File: src/rtl/neureka_infeat_buffer_ctrl_if.sv
// Stream-in / buffer-write bundle between the infeat load sequencer, its streamer and the latch buffer.
// Latency: none, plain wires.
// Backpressure: stream_valid_i/stream_ready_o handshake; the buffer write port is never stalled.
interface neureka_infeat_buffer_ctrl_if #(
    parameter int ADDR_WIDTH = 6,
    parameter int DATA_WIDTH = 128
);
    logic                  stream_valid_i;
    logic                  stream_ready_o;
    logic [DATA_WIDTH-1:0] stream_data_i;
    logic                  buf_we_o;
    logic                  buf_we_all_o;
    logic [ADDR_WIDTH-1:0] buf_waddr_o;
    logic [DATA_WIDTH-1:0] buf_wdata_o;
    logic                  buf_clear_o;

    // Controller side
    modport master (
        input  stream_valid_i, stream_data_i,
        output stream_ready_o, buf_we_o, buf_we_all_o, buf_waddr_o, buf_wdata_o, buf_clear_o
    );

    // Streamer + buffer side
    modport slave (
        output stream_valid_i, stream_data_i,
        input  stream_ready_o, buf_we_o, buf_we_all_o, buf_waddr_o, buf_wdata_o, buf_clear_o
    );
endinterface

File: src/rtl/neureka_infeat_buffer_ctrl.sv
// Load sequencer for the latch input-feature buffer: clear, per-word load with zero padding, settle, hold full.
// Latency: write in the handshake cycle, 1 word/cycle; full_o rises two cycles after the last write.
// Backpressure: stream_ready_o only on non-padded LOAD words; streamer holds data while not ready.
// Optional broadcast load (one beat written to all words) is enabled by NEUREKA_INFEAT_CTRL_BCAST_EN.
module neureka_infeat_buffer_ctrl #(
    parameter int ADDR_WIDTH = 6,
    parameter int DATA_WIDTH = 128,
    parameter int NUM_WORDS  = 64
) (
    input  logic                  clk_i,
    input  logic                  rst_i,
    input  logic                  clear_i,
    input  logic                  start_i,
    input  logic [ADDR_WIDTH:0]   load_len_i,
    input  logic [NUM_WORDS-1:0]  pad_mask_i,
    input  logic                  clr_buf_i,
    input  logic                  bcast_i,
    input  logic                  consume_done_i,
    output logic                  full_o,
    output logic                  busy_o,
    output logic [ADDR_WIDTH:0]   words_loaded_o,
    neureka_infeat_buffer_ctrl_if.master bus
);

    typedef enum logic [2:0] {IDLE, CLEAR, LOAD, SETTLE, FULL} state_e;

    localparam logic [ADDR_WIDTH:0] LEN_MAX = (ADDR_WIDTH+1)'(NUM_WORDS);

    state_e                state_q;
    logic [ADDR_WIDTH-1:0] ptr_q;
    logic [ADDR_WIDTH:0]   len_q;
    logic [NUM_WORDS-1:0]  pad_q;
    logic [ADDR_WIDTH:0]   cnt_q;
    logic                  full_q;
    logic                  busy_q;
    logic                  bcast_act;

    logic                  ready;
    logic                  we;
    logic                  we_all;
    logic [ADDR_WIDTH-1:0] waddr;
    logic [DATA_WIDTH-1:0] wdata;
    logic [ADDR_WIDTH:0]   len_sat;
    logic                  last_word;

`ifdef NEUREKA_INFEAT_CTRL_BCAST_EN
    logic bcast_q;
    assign bcast_act = bcast_q;
`else
    logic unused_bcast;
    assign unused_bcast = bcast_i;
    assign bcast_act    = 1'b0;
`endif

    // Out-of-range lengths (0 or beyond the buffer) mean a full-depth load
    assign len_sat   = (load_len_i == '0 || load_len_i > LEN_MAX) ? LEN_MAX : load_len_i;
    assign last_word = ({1'b0, ptr_q} == (len_q - 1'b1));

    // Write port and stream-ready decode; write happens in the handshake cycle
    always_comb begin
        ready  = 1'b0;
        we     = 1'b0;
        we_all = 1'b0;
        waddr  = '0;
        wdata  = '0;
        if (!clear_i && state_q == LOAD) begin
            if (bcast_act) begin
                ready = 1'b1;
                if (bus.stream_valid_i) begin
                    we_all = 1'b1;
                    wdata  = bus.stream_data_i;
                end
            end else if (pad_q[ptr_q]) begin
                we    = 1'b1;
                waddr = ptr_q;
            end else begin
                ready = 1'b1;
                if (bus.stream_valid_i) begin
                    we    = 1'b1;
                    waddr = ptr_q;
                    wdata = bus.stream_data_i;
                end
            end
        end
    end

    assign bus.stream_ready_o = ready;
    assign bus.buf_we_o       = we;
    assign bus.buf_we_all_o   = we_all;
    assign bus.buf_waddr_o    = waddr;
    assign bus.buf_wdata_o    = wdata;
    assign bus.buf_clear_o    = clear_i || (state_q == CLEAR);

    assign full_o         = full_q;
    assign busy_o         = busy_q;
    assign words_loaded_o = cnt_q;

    // Sequencer state, word pointer, latched load config and registered status
    always_ff @(posedge clk_i or posedge rst_i) begin
        if (rst_i) begin
            state_q <= IDLE;
            ptr_q   <= '0;
            len_q   <= '0;
            pad_q   <= '0;
            cnt_q   <= '0;
            full_q  <= 1'b0;
            busy_q  <= 1'b0;
`ifdef NEUREKA_INFEAT_CTRL_BCAST_EN
            bcast_q <= 1'b0;
`endif
        end else if (clear_i) begin
            state_q <= IDLE;
            ptr_q   <= '0;
            cnt_q   <= '0;
            full_q  <= 1'b0;
            busy_q  <= 1'b0;
        end else begin
            case (state_q)
                IDLE: begin
                    if (start_i) begin
                        len_q   <= len_sat;
                        pad_q   <= pad_mask_i;
                        ptr_q   <= '0;
                        cnt_q   <= '0;
                        busy_q  <= 1'b1;
                        state_q <= clr_buf_i ? CLEAR : LOAD;
`ifdef NEUREKA_INFEAT_CTRL_BCAST_EN
                        bcast_q <= bcast_i;
`endif
                    end
                end
                CLEAR: state_q <= LOAD;
                LOAD: begin
                    if (we_all) begin
                        cnt_q   <= len_q;
                        state_q <= SETTLE;
                    end else if (we) begin
                        cnt_q <= cnt_q + 1'b1;
                        if (last_word) begin
                            ptr_q   <= '0;
                            state_q <= SETTLE;
                        end else begin
                            ptr_q <= ptr_q + 1'b1;
                        end
                    end
                end
                SETTLE: begin
                    full_q  <= 1'b1;
                    state_q <= FULL;
                end
                FULL: begin
                    if (consume_done_i) begin
                        cnt_q   <= '0;
                        full_q  <= 1'b0;
                        busy_q  <= 1'b0;
                        state_q <= IDLE;
                    end
                end
                default: state_q <= IDLE;
            endcase
        end
    end

endmodule
File: src/flat_wrapper.sv
// flat-port wrapper written by rule: the top's interface ports become plain ports
module neureka_infeat_buffer_ctrl_flat 
#(
    parameter int ADDR_WIDTH = 6,
    parameter int DATA_WIDTH = 128,
    parameter int NUM_WORDS  = 64
)
  (clk_i, rst_i, clear_i, start_i, load_len_i, pad_mask_i, clr_buf_i, bcast_i, consume_done_i, full_o, busy_o, words_loaded_o, bus_stream_valid_i, bus_stream_data_i, bus_stream_ready_o, bus_buf_we_o, bus_buf_we_all_o, bus_buf_waddr_o, bus_buf_wdata_o, bus_buf_clear_o);
  neureka_infeat_buffer_ctrl_if #(.ADDR_WIDTH(ADDR_WIDTH), .DATA_WIDTH(DATA_WIDTH)) bus_i ();
  input  logic clk_i;
  input  logic rst_i;
  input  logic clear_i;
  input  logic start_i;
  input  logic [ADDR_WIDTH:0] load_len_i;
  input  logic [NUM_WORDS-1:0] pad_mask_i;
  input  logic clr_buf_i;
  input  logic bcast_i;
  input  logic consume_done_i;
  output logic full_o;
  output logic busy_o;
  output logic [ADDR_WIDTH:0] words_loaded_o;
  input wire logic [$bits(bus_i.stream_valid_i)-1:0] bus_stream_valid_i;
  input wire logic [$bits(bus_i.stream_data_i)-1:0] bus_stream_data_i;
  output wire logic [$bits(bus_i.stream_ready_o)-1:0] bus_stream_ready_o;
  output wire logic [$bits(bus_i.buf_we_o)-1:0] bus_buf_we_o;
  output wire logic [$bits(bus_i.buf_we_all_o)-1:0] bus_buf_we_all_o;
  output wire logic [$bits(bus_i.buf_waddr_o)-1:0] bus_buf_waddr_o;
  output wire logic [$bits(bus_i.buf_wdata_o)-1:0] bus_buf_wdata_o;
  output wire logic [$bits(bus_i.buf_clear_o)-1:0] bus_buf_clear_o;
  assign bus_i.stream_valid_i = bus_stream_valid_i;
  assign bus_i.stream_data_i = bus_stream_data_i;
  assign bus_stream_ready_o = bus_i.stream_ready_o;
  assign bus_buf_we_o = bus_i.buf_we_o;
  assign bus_buf_we_all_o = bus_i.buf_we_all_o;
  assign bus_buf_waddr_o = bus_i.buf_waddr_o;
  assign bus_buf_wdata_o = bus_i.buf_wdata_o;
  assign bus_buf_clear_o = bus_i.buf_clear_o;
  neureka_infeat_buffer_ctrl #(.ADDR_WIDTH(ADDR_WIDTH), .DATA_WIDTH(DATA_WIDTH), .NUM_WORDS(NUM_WORDS)) u_core (.clk_i(clk_i), .rst_i(rst_i), .clear_i(clear_i), .start_i(start_i), .load_len_i(load_len_i), .pad_mask_i(pad_mask_i), .clr_buf_i(clr_buf_i), .bcast_i(bcast_i), .consume_done_i(consume_done_i), .full_o(full_o), .busy_o(busy_o), .words_loaded_o(words_loaded_o), .bus(bus_i));
endmodule
File: config.mk
export PLATFORM = sky130hd
export DESIGN_NAME = neureka_infeat_buffer_ctrl_flat
export DESIGN_NICKNAME = d
export VERILOG_FILES = /design/src/rtl/neureka_infeat_buffer_ctrl_if.sv /design/src/rtl/neureka_infeat_buffer_ctrl.sv /design/src/flat_wrapper.sv
export SDC_FILE = /design/constraint.sdc
export NUM_CORES = 1
export LEC_CHECK = 0
export ABC_AREA = 1
export BUFFER_PORTS_ARGS = -buffer_cell sky130_fd_sc_hd__buf_2
export CORE_AREA = 3 3 137 139
export CTS_CLUSTER_DIAMETER = 30
export DETAILED_ROUTE_END_ITERATION = 12
export DIE_AREA = 0 0 140 142
export MAX_ROUTING_LAYER = met4
export PLACE_DENSITY_LB_ADDON = 0.25
export SYNTH_ARGS = -nofsm -noshare
export SYNTH_HDL_FRONTEND = slang
export SYNTH_SLANG_ARGS = --single-unit
export TNS_END_PERCENT = 1
File: constraint.sdc
create_clock -name clk_i -period 4.14 [get_ports clk_i]
set_input_delay 1.035 -clock clk_i [delete_from_list [all_inputs] [get_ports clk_i]]
set_output_delay 1.035 -clock clk_i [all_outputs]
set_load 0.01 [all_outputs]
---- After elaboration in Yosys (flattened, before gate mapping) ----
Index checks and enable logic that the tools add are counted.
storage, ports and cells
  word-level logic and storage cells ...... 75
  flip-flop bits (word level) ............. 89
  output and inout bits ................... 147
  input bits .............................. 207
operators by class
  equality and inequality tests ........... 9
  add/subtract/negate cells ............... 3
  bitwise logic cells ..................... 1
  muxes and demuxes ....................... 37
  $lt $le $gt $ge ......................... 2
  reductions and logical operators ........ 16
operators with widths
  cell                   number
  $mux W128              3
  $mux W6                7
  $mux W7                5
  $pmux W7 S3            1
  $mux W3                5
  $pmux W3 S5            1
  $pmux W6 S2            1
  $mux W1                10
  $ne A3 B3 Y1 const B   3
  $reduce_and A3 Y1      3
  $reduce_bool A3 Y1     3
  $reduce_and A4 Y1      2
  $add A7 B1 Y7 const B  1
  $eq A6 B7 Y1           1
  $gt A7 B7 Y1 const B   1
  $logic_not A7 Y1       1
  $lt A6 B7 Y1 const B   1
  $sub A7 B1 Y7 const B  1
  $add A6 B1 Y6 const B  1
  $bmux W1 S6            1
  $eq A3 B2 Y1 const B   2
  $pmux W1 S2            2
  $reduce_bool A4 Y1     1
  $eq A3 B1 Y1 const B   1
  other kinds (9)        10

---- Depth between registers and ports, before layout ----
Gate-level depths: netlist of run 1.
  depth in word-level cells ............... 7
  mapped depth ............................ 16
  gate-level depth less buffers ........... 14

---- Worst setup path before layout of run 1 ----
No wires, ideal clock.
  path type ............................... input port to output port
  start point ............................. in clear_i
  end point ............................... out bus_buf_wdata_o[107]
  arrival ................................. 1.973 ns
  cell stages on the path ................. 7
  data required time ...................... 3.105 ns
  path slack .............................. 1.132 ns
  path buffers ............................ 2
  cells stage by stage .................... inv_1 > nand2_1 > nor2_4 > nand2_4 > buf_6 > buf_6 > nor2_1
on the way
  cells in the longest elaborated chain, start to end .. 3
RTL lines
  what                 line                              RTL
  from (decl)          flat_wrapper.sv:12                input logic clear_i;
  $logic_not A1 Y1     neureka_infeat_buffer_ctrl.sv:66  if (!clear_i && state_q == LOAD) begin
  $logic_and A1 B1 Y1  neureka_infeat_buffer_ctrl.sv:66
  $mux W128            neureka_infeat_buffer_ctrl.sv:66
  to (decl)            flat_wrapper.sv:28                output wire logic [$bits(bus_i.buf_wdata_o)-1:0] bus_buf_wdata_o;
No other way between the ends.

---- Worst setup path after layout of run 1 ----
  start point ............................. reg u_core.ptr_q[1]
  end point ............................... out bus_buf_wdata_o[72]
on the way
  cells in the longest elaborated chain, start to end .. 4
RTL lines
  what                           line                               RTL
  from (decl)                    neureka_infeat_buffer_ctrl.sv:30   logic [ADDR_WIDTH-1:0] ptr_q;
  from (signal assigned)         neureka_infeat_buffer_ctrl.sv:143  ptr_q <= ptr_q + 1'b1;
  $bmux W1 S6                    neureka_infeat_buffer_ctrl.sv:73   end else if (pad_q[ptr_q]) begin
  $mux W1 (implied by the code)  neureka_infeat_buffer_ctrl.sv:73
  $mux W128                      neureka_infeat_buffer_ctrl.sv:73
  $mux W128                      neureka_infeat_buffer_ctrl.sv:66
No other way between the ends. The select of a mux whose other input is x is not followed.

==> run metrics, run 1 <==
count of pins over their slew limit 0; number of post-CTS setup repair buffers 0; Max VDD drop 0.321 mV; part of the power in combinational logic 0.437; initial antenna violation count 4; grt total ovfl 0; TritonRoute pass-1 iters 6; actual slew at the worst max-slew pin 1.18 ns; number of buffers inserted by hold repair at cts 0; clk sink count 89; DRC Markers 0; drt total wl 21.3 mm; register cell area after layout 2230 um^2; Final min period 3.93 ns; share of post-route cells with drive strength above 1 0.394; worst hold-check path type reg2reg; upper clock frequency limit 254 MHz; endpoint arrival time on the critical path 2.90 ns; post-DP HPWL 17.3 mm; Distinct cells, synth 29; Post-Place Cell Area 8430 um^2; fraction of power spent switching nets 0.413; cell internal power dissipation 0.00232 W; global-route usage over all layers 0.212; clock tree from TritonCTS yes; worst relative slew slack 0.212; Setup Crit Path Kind reg2out; fin util 0.492; Min Hold Slack 0.480 ns; final instance area 8750 um^2; cts bufs inserted 9; result of the run finished clean; post-synthesis net count 1135; clock insertion delay at the later pin of the skew report 0.34 ns; multi-input gate area in the final layout 3400 um^2; Final GP Congestion 0.878; floorplan die width 140 um; Starting Density 0.374; Worst Skew 0.0105 ns; post-synthesis instance area 6650 um^2; number of nets still failing antenna checks after routing 0; R2R setup slack 1.57 ns; post-route fraction of the period consumed by the critical path 0.950; Avg Cell Area, Syn 7.19 um^2; buffer cell driving the clock tree root sky130_fd_sc_hd__clkbuf_16; setup repair after global routing missed its margin yes; row cnt 49; CTS H-tree depth 3; Seq pwr share 0.358; number of failing hold endpoints at the final stage 0; reported max-cap violation count 0; Syn. warnings 0; Pwr per Cell Area 452 nW/um^2; post-detailed-route wirelength per cell 14.2 um; sequential share of the synthesized area 0.335; cell type with the largest total area after synthesis sky130_fd_sc_hd__dfrtp_1; filler cell count 1841; total setup violations reported at the end of the flow 0; leakage component of the power 5.32 nW; highest fanout seen on the critical path 31; proportion of power drawn by the clock network 0.205; number of vias per cell 4.39; total core area 17800 um^2; number of gates resized after CTS 0; y dimension of the die 142 um; area share of the leading cell type in the synthesized netlist 0.335; total die area 19900 um^2; required time reported for the critical path endpoint 3.11 ns; first-iteration detailed-routing DRC count 341; global-route wire length before repair 32.9 mm; io pins 354; clock-pin slew reported for the worst setup and hold paths after clock tree synthesis 0.06 ns; maximum number of pins on one net before global-route repair 81; Gate Count Post-Synth 925; total vias in the final route 6570; Final nets 1468; sum of negative setup slack 0 ns; net switching power 0.00164 W; Port Buf Inserts 351; CP Launch Type register; vias in the first global route 6282; Cell Count Post-Placement 1476; number of buffers on the longest clock path 2; area delta synth->final 31.6%; post-route non-filler standard cell count 1496; most area-consuming cells after synthesis sky130_fd_sc_hd__dfrtp_1, sky130_fd_sc_hd__nand2_1, sky130_fd_sc_hd__nor2_4; Critical Path Sink Type primary output; FF+latch count, synth 89
per-stage QoR:
stage                     total power [W]  setup slack [ns]
after floorplan                   0.00272             0.798
after global placement            0.00312             0.504
after detailed placement          0.00316             0.469
after CTS                         0.00398             0.106
after global routing              0.00429           -0.0295
final                             0.00396             0.206
state kept, by name, summed over array words and instances (netlist names):
| name | cells |
|---|---|
| u_core.ptr_q | 6 |
| u_core.len_q | 7 |
| u_core.full_o | 1 |
| u_core.pad_q | 64 |
| u_core.words_loaded_o | 7 |
| u_core.busy_o | 1 |
| u_core.state_q | 3 |
worst paths after layout:
path                            depth (start not counted)                  endpoint             start
worst min-delay path                                    2          u_core.pad_q[23]  u_core.pad_q[23]
worst max-delay path                                   14       bus_buf_wdata_o[72]   u_core.ptr_q[1]
worst max register to register                         12  u_core.words_loaded_o[6]   u_core.ptr_q[1]
worst min register to register                          2          u_core.pad_q[23]  u_core.pad_q[23]
max in group asynchronous                               3          u_core.pad_q[43]             rst_i
min in group asynchronous                               2           u_core.len_q[1]             rst_i
per-layer routing:
metal  track usage  vias up  share of wire
li1              -     3382              -
met1         0.276     2940           0.44
met2         0.348      225           0.49
met3        0.0296       23          0.051
met4        0.0612        0          0.020
met5             -        -              0
kinds of logic (layout without fill, tap and decap cells):
group,Yosys count,in the layout,synth area share
DFF,89,89,0.335
AOI/OAI and AO/OA,33,33,0.0254
xor gates and xnor gates,10,10,0.0132
other,1,5,0.000564
buffers and inverters,208,546,0.156
adders and majority gates,3,3,0.00565
and+or+nand+nor,581,581,0.464
critical path, stage by stage, from the launching register on:
cell and delay [ns]:
sky130_fd_sc_hd__dfrtp_2 0.47, sky130_fd_sc_hd__buf_4 0.19, sky130_fd_sc_hd__buf_4 0.16, sky130_fd_sc_hd__nor2_4 0.21, sky130_fd_sc_hd__a21oi_1 0.10, sky130_fd_sc_hd__nand3_1 0.11, sky130_fd_sc_hd__nand3_1 0.11, sky130_fd_sc_hd__nand3_1 0.13
sky130_fd_sc_hd__nand2_2 0.09, sky130_fd_sc_hd__inv_2 0.08, sky130_fd_sc_hd__nor2_4 0.05, sky130_fd_sc_hd__nand2_8 0.28, sky130_fd_sc_hd__buf_12 0.36, sky130_fd_sc_hd__nor2_4 0.04, sky130_fd_sc_hd__buf_2 0.14
cell usage after synthesis, drive strengths merged:
library cell and n:
nand2 341, inv 165, nor2 159, dfrtp 89
nand3 74, buf 26, o21ai 17, clkbuf 16
a21oi 14, xor2 8, ha 3, nand4 3
nor3 2, xnor2 2, clkinv 1, conb 1
nor4 1, o211ai 1, o22ai 1, or2 1
layout make-up:
| cell class | count | share of cell area |
|---|---|---|
| clock buffer | 13 | 0.0320 |
| antenna | 4 | 0.00114 |
| multi-input combinational | 628 | 0.388 |
| inverter | 166 | 0.0716 |
| tap | 229 | 0.0327 |
| timing repair buffer | 364 | 0.217 |
| sequential | 89 | 0.255 |
| clock inverter | 3 | 0.00257 |
power groups by stage:
| stage | clock network [W] | registers, W | logic (W) |
|---|---|---|---|
| final | 0.000812 | 0.00142 | 0.00173 |
| after detailed placement | 0 | 0.00142 | 0.00173 |
| after global placement | 0 | 0.00142 | 0.00171 |
| after global routing | 0.000859 | 0.00146 | 0.00198 |
| after CTS | 0.000819 | 0.00141 | 0.00175 |
| after floorplan | 0 | 0.00139 | 0.00133 |
placed cells by master (no fill, tap or decap), drive strengths merged, types with 5 or more instances in the layout:
cell type / Yosys / layout
nand2: 341 / 341
a21oi: 14 / 14
clkbuf: 16 / 13
xor2: 8 / 8
nand3: 74 / 74
nor2: 159 / 159
dfrtp: 89 / 89
clkinv: 1 / 5
o21ai: 17 / 17
inv: 165 / 164
buf: 26 / 364
Power figures use the tool's default switching activity.
==> run 2, diff against run 1 <==
--- a/config.mk
+++ b/config.mk
@@ -7,11 +7,10 @@
 export LEC_CHECK = 0
 export ABC_AREA = 1
 export BUFFER_PORTS_ARGS = -buffer_cell sky130_fd_sc_hd__buf_2
-export CORE_AREA = 3 3 137 139
+export CORE_MARGIN = 10
+export CORE_UTILIZATION = 40
 export CTS_CLUSTER_DIAMETER = 30
 export DETAILED_ROUTE_END_ITERATION = 12
-export DIE_AREA = 0 0 140 142
-export MAX_ROUTING_LAYER = met4
 export PLACE_DENSITY_LB_ADDON = 0.25
 export SYNTH_ARGS = -nofsm -noshare
 export SYNTH_HDL_FRONTEND = slang
==> run 2 against run 1 <==
Net effect:
- non-clock buffer count increased by 1
- register-to-register slack got worse by 0.15 ns
- utilization increased by 3.9 points
- clock skew decreased by 0.0014 ns
- via count decreased by 0.47%
- clock power about the same
- count of clock-buffer cells in the layout decreased by 3
- flip-flop and latch count unchanged
- highest routed layer unchanged
- first-iteration DRC count decreased by 18%
- maximum frequency increased by 0.88%
- total power about the same
- combinational power about the same
==> run metrics, run 2 (synthesis gave the netlist of run 1 again) <==
result of the run finished clean; required time reported for the critical path endpoint 3.11 ns (about the same); clock insertion delay at the later pin of the skew report 0.34 ns (about the same); number of post-CTS setup repair buffers 0 (unchanged); worst hold-check path type reg2reg; met2 usage in global routing 0.380 (+0.0322); number of vias per cell 4.39 (about the same); Port Buf Inserts 351 (unchanged); Setup Crit Path Kind reg2out; cts bufs inserted 9 (unchanged); endpoint arrival time on the critical path 2.86 ns (-0.04 ns); actual slew at the worst max-slew pin 1.22 ns (+0.0390 ns); buffer cell driving the clock tree root sky130_fd_sc_hd__clkbuf_16; global-route wire length before repair 36.1 mm (+9.6%); met3 layer usage reported by global route 0.0488 (+0.0193); io pins 354 (unchanged); total die area 22200 um^2 (+12%); clk sink count 89 (unchanged); global-route usage over all layers 0.204 (-0.00818); number of buffers on the longest clock path 2 (unchanged); number of nets still failing antenna checks after routing 0 (unchanged); Worst Skew 0.00911 ns (-0.00139 ns); Max VDD drop 0.266 mV (-17%); commonest non-fill, non-tap cell in the layout sky130_fd_sc_hd__buf_2; y dimension of the die 149 um (+4.9%); setup repair after global routing missed its margin no; number of buffers inserted by hold repair at cts 0 (unchanged); number of failing hold endpoints at the final stage 0 (unchanged); Starting Density 0.404 (+0.0298); post-DP HPWL 19.5 mm (+13%); Final GP Congestion 0.994 (+13%); CTS H-tree depth 3 (unchanged); total setup violations reported at the end of the flow 0 (unchanged); routing layer with the top usage in global route met2; post-detailed-route wirelength per cell 15.9 um (+12%); first-iteration detailed-routing DRC count 281 (-18%); top library cells by usage in the layout, fill and taps aside sky130_fd_sc_hd__buf_2, sky130_fd_sc_hd__nand2_1, sky130_fd_sc_hd__inv_1; number of gates resized after CTS 0 (unchanged); global-route track usage on met1 0.221 (-0.0549); flip-flop count of the largest register, all copies and words added 64 (unchanged); total vias in the final route 6539 (-0.47%); grt total ovfl 0 (unchanged); post-route fraction of the period consumed by the critical path 0.942 (-0.00826); highest fanout seen on the critical path 32 (+3.2%); Critical Path Sink Type primary output; vias in the first global route 6673 (+6.2%); area delta synth->final 31.5%; Min Hold Slack 0.480 ns (+0.000277 ns); TritonRoute pass-1 iters 4 (-2); floorplan die width 149 um (+6.4%); worst relative slew slack 0.186 (-0.0260); upper clock frequency limit 256 MHz (+0.88%); R2R setup slack 1.42 ns (-0.15 ns); total core area 16500 um^2 (-7.4%); DRC Markers 0 (unchanged); sum of negative setup slack 0 ns (unchanged); initial antenna violation count 4 (unchanged); drt total wl 23.7 mm (+11%); CP Launch Type register; worst min-delay path startpoint u_core.pad_q[55]; Pwr per Cell Area 453 nW/um^2 (+0.17%); maximum number of pins on one net before global-route repair 81 (unchanged); clock tree from TritonCTS yes; count of pins over their slew limit 0 (unchanged); clock-pin slew reported for the worst setup and hold paths after clock tree synthesis 0.06 ns (about the same); Final nets 1469 (+0.068%); Final min period 3.90 ns (-0.0342 ns); row cnt 47 (-4.1%); r2r startpoint u_core.ptr_q[0]; register ranked first by flip-flop count u_core.pad_q; filler cell count 1638 (-11%); launch point of the worst path u_core.ptr_q[0]; reported max-cap violation count 0 (unchanged); share of post-route cells with drive strength above 1 0.393 (-0.00110); leakage component of the power 5.32 nW (about the same)
==> run 2: changes by cell type in the layout (fill, tap and decap cells not counted), sizes merged <==
cell      change
clkbuf        -3
inv           +1
buf           +1
bufinv        +1
clkinvlp      +1
==> run 2: power by group <==
part           switching (W)  internal, W  total [W]
sequential          0.000193      0.00122    0.00141
clock               0.000344     0.000471   0.000815
combinational        0.00110     0.000631    0.00173
==> run 2: metal layers <==
layer | up-vias | part of all wire | wire length, um
li1 | 3382 | - | -
met1 | 2925 | 0.38 | 8990
met2 | 209 | 0.53 | 12600
met3 | 23 | 0.069 | 1640
met4 | 0 | 0.018 | 429
met5 | - | 0 | 0
==> run 2: final timing paths <==
path | endpoint | depth (start not counted)
min | u_core.pad_q[55] | 2
max in group asynchronous | u_core.pad_q[14] | 3
min in group asynchronous | u_core.pad_q[28] | 2
max | bus_buf_wdata_o[110] | 14
min reg2reg | u_core.pad_q[55] | 2
max reg2reg | u_core.words_loaded_o[6] | 12
==> run 2: layout make-up <==
cell class	count	area, um^2	share of cell area
multi-input cells	628	3400	0.388
diodes	4	10.0	0.00115
well taps	220	275	0.0315
inverters	166	624	0.0714
repair buffers	365	1910	0.219
flip-flops and latches	89	2230	0.255
clock buffers	10	229	0.0262
clock inverters	6	67.6	0.00773
==> run 2: through the flow <==
step / setup WS, ns / std cells / util / instance area, um^2 / power (W)
global placement: 0.603 / 1468 / 0.512 / 8430 / 0.00312
floorplan: 0.798 / 925 / - / 6650 / 0.00272
global route: 0.0277 / 1488 / 0.531 / 8740 / 0.00430
detailed placement: 0.585 / 1468 / 0.512 / 8430 / 0.00316
finish: 0.240 / 1488 / 0.531 / 8740 / 0.00396
CTS: 0.207 / 1484 / 0.530 / 8730 / 0.00399
==> run 2: worst max-delay path, stage by stage (launching register included) <==
cell                      delay [ns]
sky130_fd_sc_hd__dfrtp_1        0.39
sky130_fd_sc_hd__inv_2          0.44
sky130_fd_sc_hd__nand2_1        0.11
sky130_fd_sc_hd__nand3_1        0.10
sky130_fd_sc_hd__nand3_1        0.11
sky130_fd_sc_hd__nand3_1        0.11
sky130_fd_sc_hd__nand3_1        0.13
sky130_fd_sc_hd__nand3_1        0.14
sky130_fd_sc_hd__nand2_2        0.07
sky130_fd_sc_hd__inv_2          0.07
sky130_fd_sc_hd__nor2_4         0.04
sky130_fd_sc_hd__nand2_8        0.24
sky130_fd_sc_hd__buf_4          0.33
sky130_fd_sc_hd__nor2_1         0.07
sky130_fd_sc_hd__buf_2          0.15
==> run 3, diff against run 2 <==
--- a/config.mk
+++ b/config.mk
@@ -11,7 +11,9 @@
 export CORE_UTILIZATION = 40
 export CTS_CLUSTER_DIAMETER = 30
 export DETAILED_ROUTE_END_ITERATION = 12
+export MAX_ROUTING_LAYER = met4
 export PLACE_DENSITY_LB_ADDON = 0.25
+export SETUP_SLACK_MARGIN = 0.15
 export SYNTH_ARGS = -nofsm -noshare
 export SYNTH_HDL_FRONTEND = slang
 export SYNTH_SLANG_ARGS = --single-unit
==> run 3 against run 2 <==
Net effect:
- wire length up 1.2%
- critical path depth down 1
- die area unchanged
- clock skew down 0.00057 ns
- count of clock-buffer cells in the layout unchanged
- largest power group unchanged
==> run metrics, run 3 (synthesis gave the netlist of run 1 again) <==
result of the run finished clean; sum of negative setup slack 0 ns (unchanged); total setup violations reported at the end of the flow 0 (unchanged); cts bufs inserted 9 (unchanged); post-route setup slack 0.368 ns (+0.128 ns); leakage component of the power 5.34 nW (+0.36%); y dimension of the die 149 um (unchanged); Starting Density 0.404 (unchanged); endpoint of the most critical setup path bus_buf_wdata_o[14]; worst relative slew slack 0.210 (+0.0237); ordered list of cells on the worst path nand2_1 -> inv_1 -> nand2_1 -> nand3_1 -> nand3_1 -> nand3_1 -> nand2_2 -> inv_2 -> nor2_4 -> nand2_8 -> buf_12 -> nor2_4 -> buf_2; total vias in the final route 6555 (+0.24%); vias in the first global route 6429 (-3.7%); flip-flop count of the largest register, all copies and words added 64 (unchanged); worst slack, placed 0.589 ns (+0.00392 ns); post-detailed-route wirelength per cell 16.1 um (+1.5%); Port Buf Inserts 351 (unchanged); clock insertion delay at the later pin of the skew report 0.35 ns (about the same); endpoint arrival time on the critical path 2.74 ns (-0.12 ns); sum of buffers and inverters on the critical path 4 (unchanged); share of post-route cells with drive strength above 1 0.394 (about the same); launch point of the worst path u_core.ptr_q[2]; top library cells by usage in the layout, fill and taps aside sky130_fd_sc_hd__buf_2, sky130_fd_sc_hd__nand2_1, sky130_fd_sc_hd__inv_1; number of nets still failing antenna checks after routing 0 (unchanged); number of buffers inserted by hold repair at cts 0 (unchanged); Final nets 1469 (unchanged); Worst Skew 0.00854 ns (-0.000569 ns); Cell Count Post-Placement 1468 (unchanged); grt total ovfl 0 (unchanged); number of post-CTS setup repair buffers 0 (unchanged); CTS H-tree depth 3 (unchanged); upper clock frequency limit 265 MHz (+3.4%); Critical Path Sink Type primary output; maximum number of pins on one net before global-route repair 81 (unchanged); depth of the worst register-to-register path 11 (-1); io pins 354 (unchanged); end of the worst register-to-register path u_core.words_loaded_o[5]; post-route fraction of the period consumed by the critical path 0.911 (-0.0310); first-iteration detailed-routing DRC count 328 (+17%); number of buffers on the longest clock path 2 (unchanged); worst hold-check path type reg2reg; cell with the largest stage delay on the worst path sky130_fd_sc_hd__dfrtp_1; TritonRoute pass-1 iters 5 (+1); register ranked first by flip-flop count u_core.pad_q; cell repeated most along the worst path sky130_fd_sc_hd__nand3_1; floorplan die width 149 um (unchanged); R2R setup slack 1.55 ns (+0.13 ns); Final GP Congestion 1.02 (+2.5%); drt total wl 23.9 mm (+1.2%); Max VDD drop 0.303 mV (+14%); row cnt 47 (unchanged); Final min period 3.77 ns (-0.128 ns); total die area 22200 um^2 (unchanged); number of gates resized after CTS 0 (unchanged); number of failing hold endpoints at the final stage 0 (unchanged); total core area 16500 um^2 (unchanged); reported max-cap violation count 0 (unchanged); buffer cell driving the clock tree root sky130_fd_sc_hd__clkbuf_16; commonest non-fill, non-tap cell in the layout sky130_fd_sc_hd__buf_2; stages on the worst setup path 13 (-1); CP Launch Type register; required time reported for the critical path endpoint 3.11 ns (about the same); family with the most delay on the worst path simple AND/OR/NAND/NOR gates; largest stage delay on the critical path 0.49 ns (+0.05 ns); setup repair after global routing missed its margin no; clk sink count 89 (unchanged); clock-pin slew reported for the worst setup and hold paths after clock tree synthesis 0.07 ns (about the same); Setup Crit Path Kind reg2out; Pwr per Cell Area 454 nW/um^2 (+0.22%); highest fanout seen on the critical path 19 (-41%); count of pins over their slew limit 0 (unchanged); global-route usage over all layers 0.209 (+0.00470); initial antenna violation count 1 (-3); DRC Markers 0 (unchanged); global-route wire length before repair 35.5 mm (-1.6%); r2r startpoint u_core.ptr_q[2]; clock tree from TritonCTS yes; area delta synth->final 32.2%; post-route non-filler standard cell count 1484 (-0.27%); post-DP HPWL 19.5 mm (+0.25%); number of vias per cell 4.42 (+0.51%); actual slew at the worst max-slew pin 1.19 ns (-0.0355 ns)
[run 3: changes by cell type in the layout (fill, tap and decap cells not counted)]
cell | before | now
sky130_fd_sc_hd__buf_4 | 10 | 5
sky130_fd_sc_hd__buf_12 | 4 | 8
sky130_fd_sc_hd__diode_2 | 4 | 1
sky130_fd_sc_hd__clkinv_2 | 3 | 1
sky130_fd_sc_hd__inv_2 | 5 | 3
sky130_fd_sc_hd__inv_4 | 0 | 2
sky130_fd_sc_hd__inv_6 | 0 | 2
sky130_fd_sc_hd__buf_6 | 0 | 1
sky130_fd_sc_hd__dfrtp_1 | 89 | 88
sky130_fd_sc_hd__dfrtp_2 | 0 | 1
sky130_fd_sc_hd__inv_8 | 1 | 0
[run 3: area by class of cell]
type / count / area, um^2
Clock inverter: 5 / 63.8
Inverter: 166 / 629
Timing Repair Buffer: 365 / 1970
Antenna cell: 1 / 2.50
Clock buffer: 10 / 229
Fill cell: 1643 / 7680
Tap cell: 220 / 275
Multi-Input combinational cell: 628 / 3400
Sequential cell: 89 / 2230
[run 3: per-stage QoR]
step            util  total power, W  instance area, um^2  hold WS, ns
6_report       0.534         0.00399                 8790        0.482
5_1_grt        0.534         0.00432                 8790        0.499
4_1_cts        0.533         0.00401                 8780        0.482
3_5_place_dp   0.515         0.00318                 8480        0.465
3_3_place_gp   0.515         0.00314                 8480        0.462
2_1_floorplan      -         0.00272                 6650        0.449
[run 3: worst min-delay path: cells and delay by family, from the launching register on]
kind             cells  cell delay (ns)
flip-flops           1             0.35
AND/OR/NAND/NOR      2             0.11
[run 3: layer usage]
metal | GRT usage | up-vias | wire length, um
met5 | - | - | 0
met4 | 0.0373 | 0 | 278
met3 | 0.0431 | 21 | 1400
met2 | 0.377 | 204 | 12600
met1 | 0.234 | 2952 | 9660
li1 | - | 3378 | -
[run 3: how the worst min path moves through the flow]
stage | startpoint | end | slack [ns] | cells after the start
3_5_place_dp | u_core.pad_q[1] | u_core.pad_q[1] | 0.46 | 2
3_3_place_gp | u_core.pad_q[52] | u_core.pad_q[52] | 0.46 | 2
4_1_cts | u_core.pad_q[1] | u_core.pad_q[1] | 0.48 | 2
6_report | u_core.pad_q[51] | u_core.pad_q[51] | 0.48 | 2
5_1_grt | u_core.pad_q[29] | u_core.pad_q[29] | 0.50 | 2
2_1_floorplan | u_core.pad_q[11] | u_core.pad_q[11] | 0.45 | 2
[run 3: where the power goes]
| part | internal [W] | total [W] | switching (W) |
|---|---|---|---|
| Combinational | 0.000648 | 0.00175 | 0.00110 |
| Clock | 0.000470 | 0.000821 | 0.000351 |
| Sequential | 0.00122 | 0.00142 | 0.000199 |
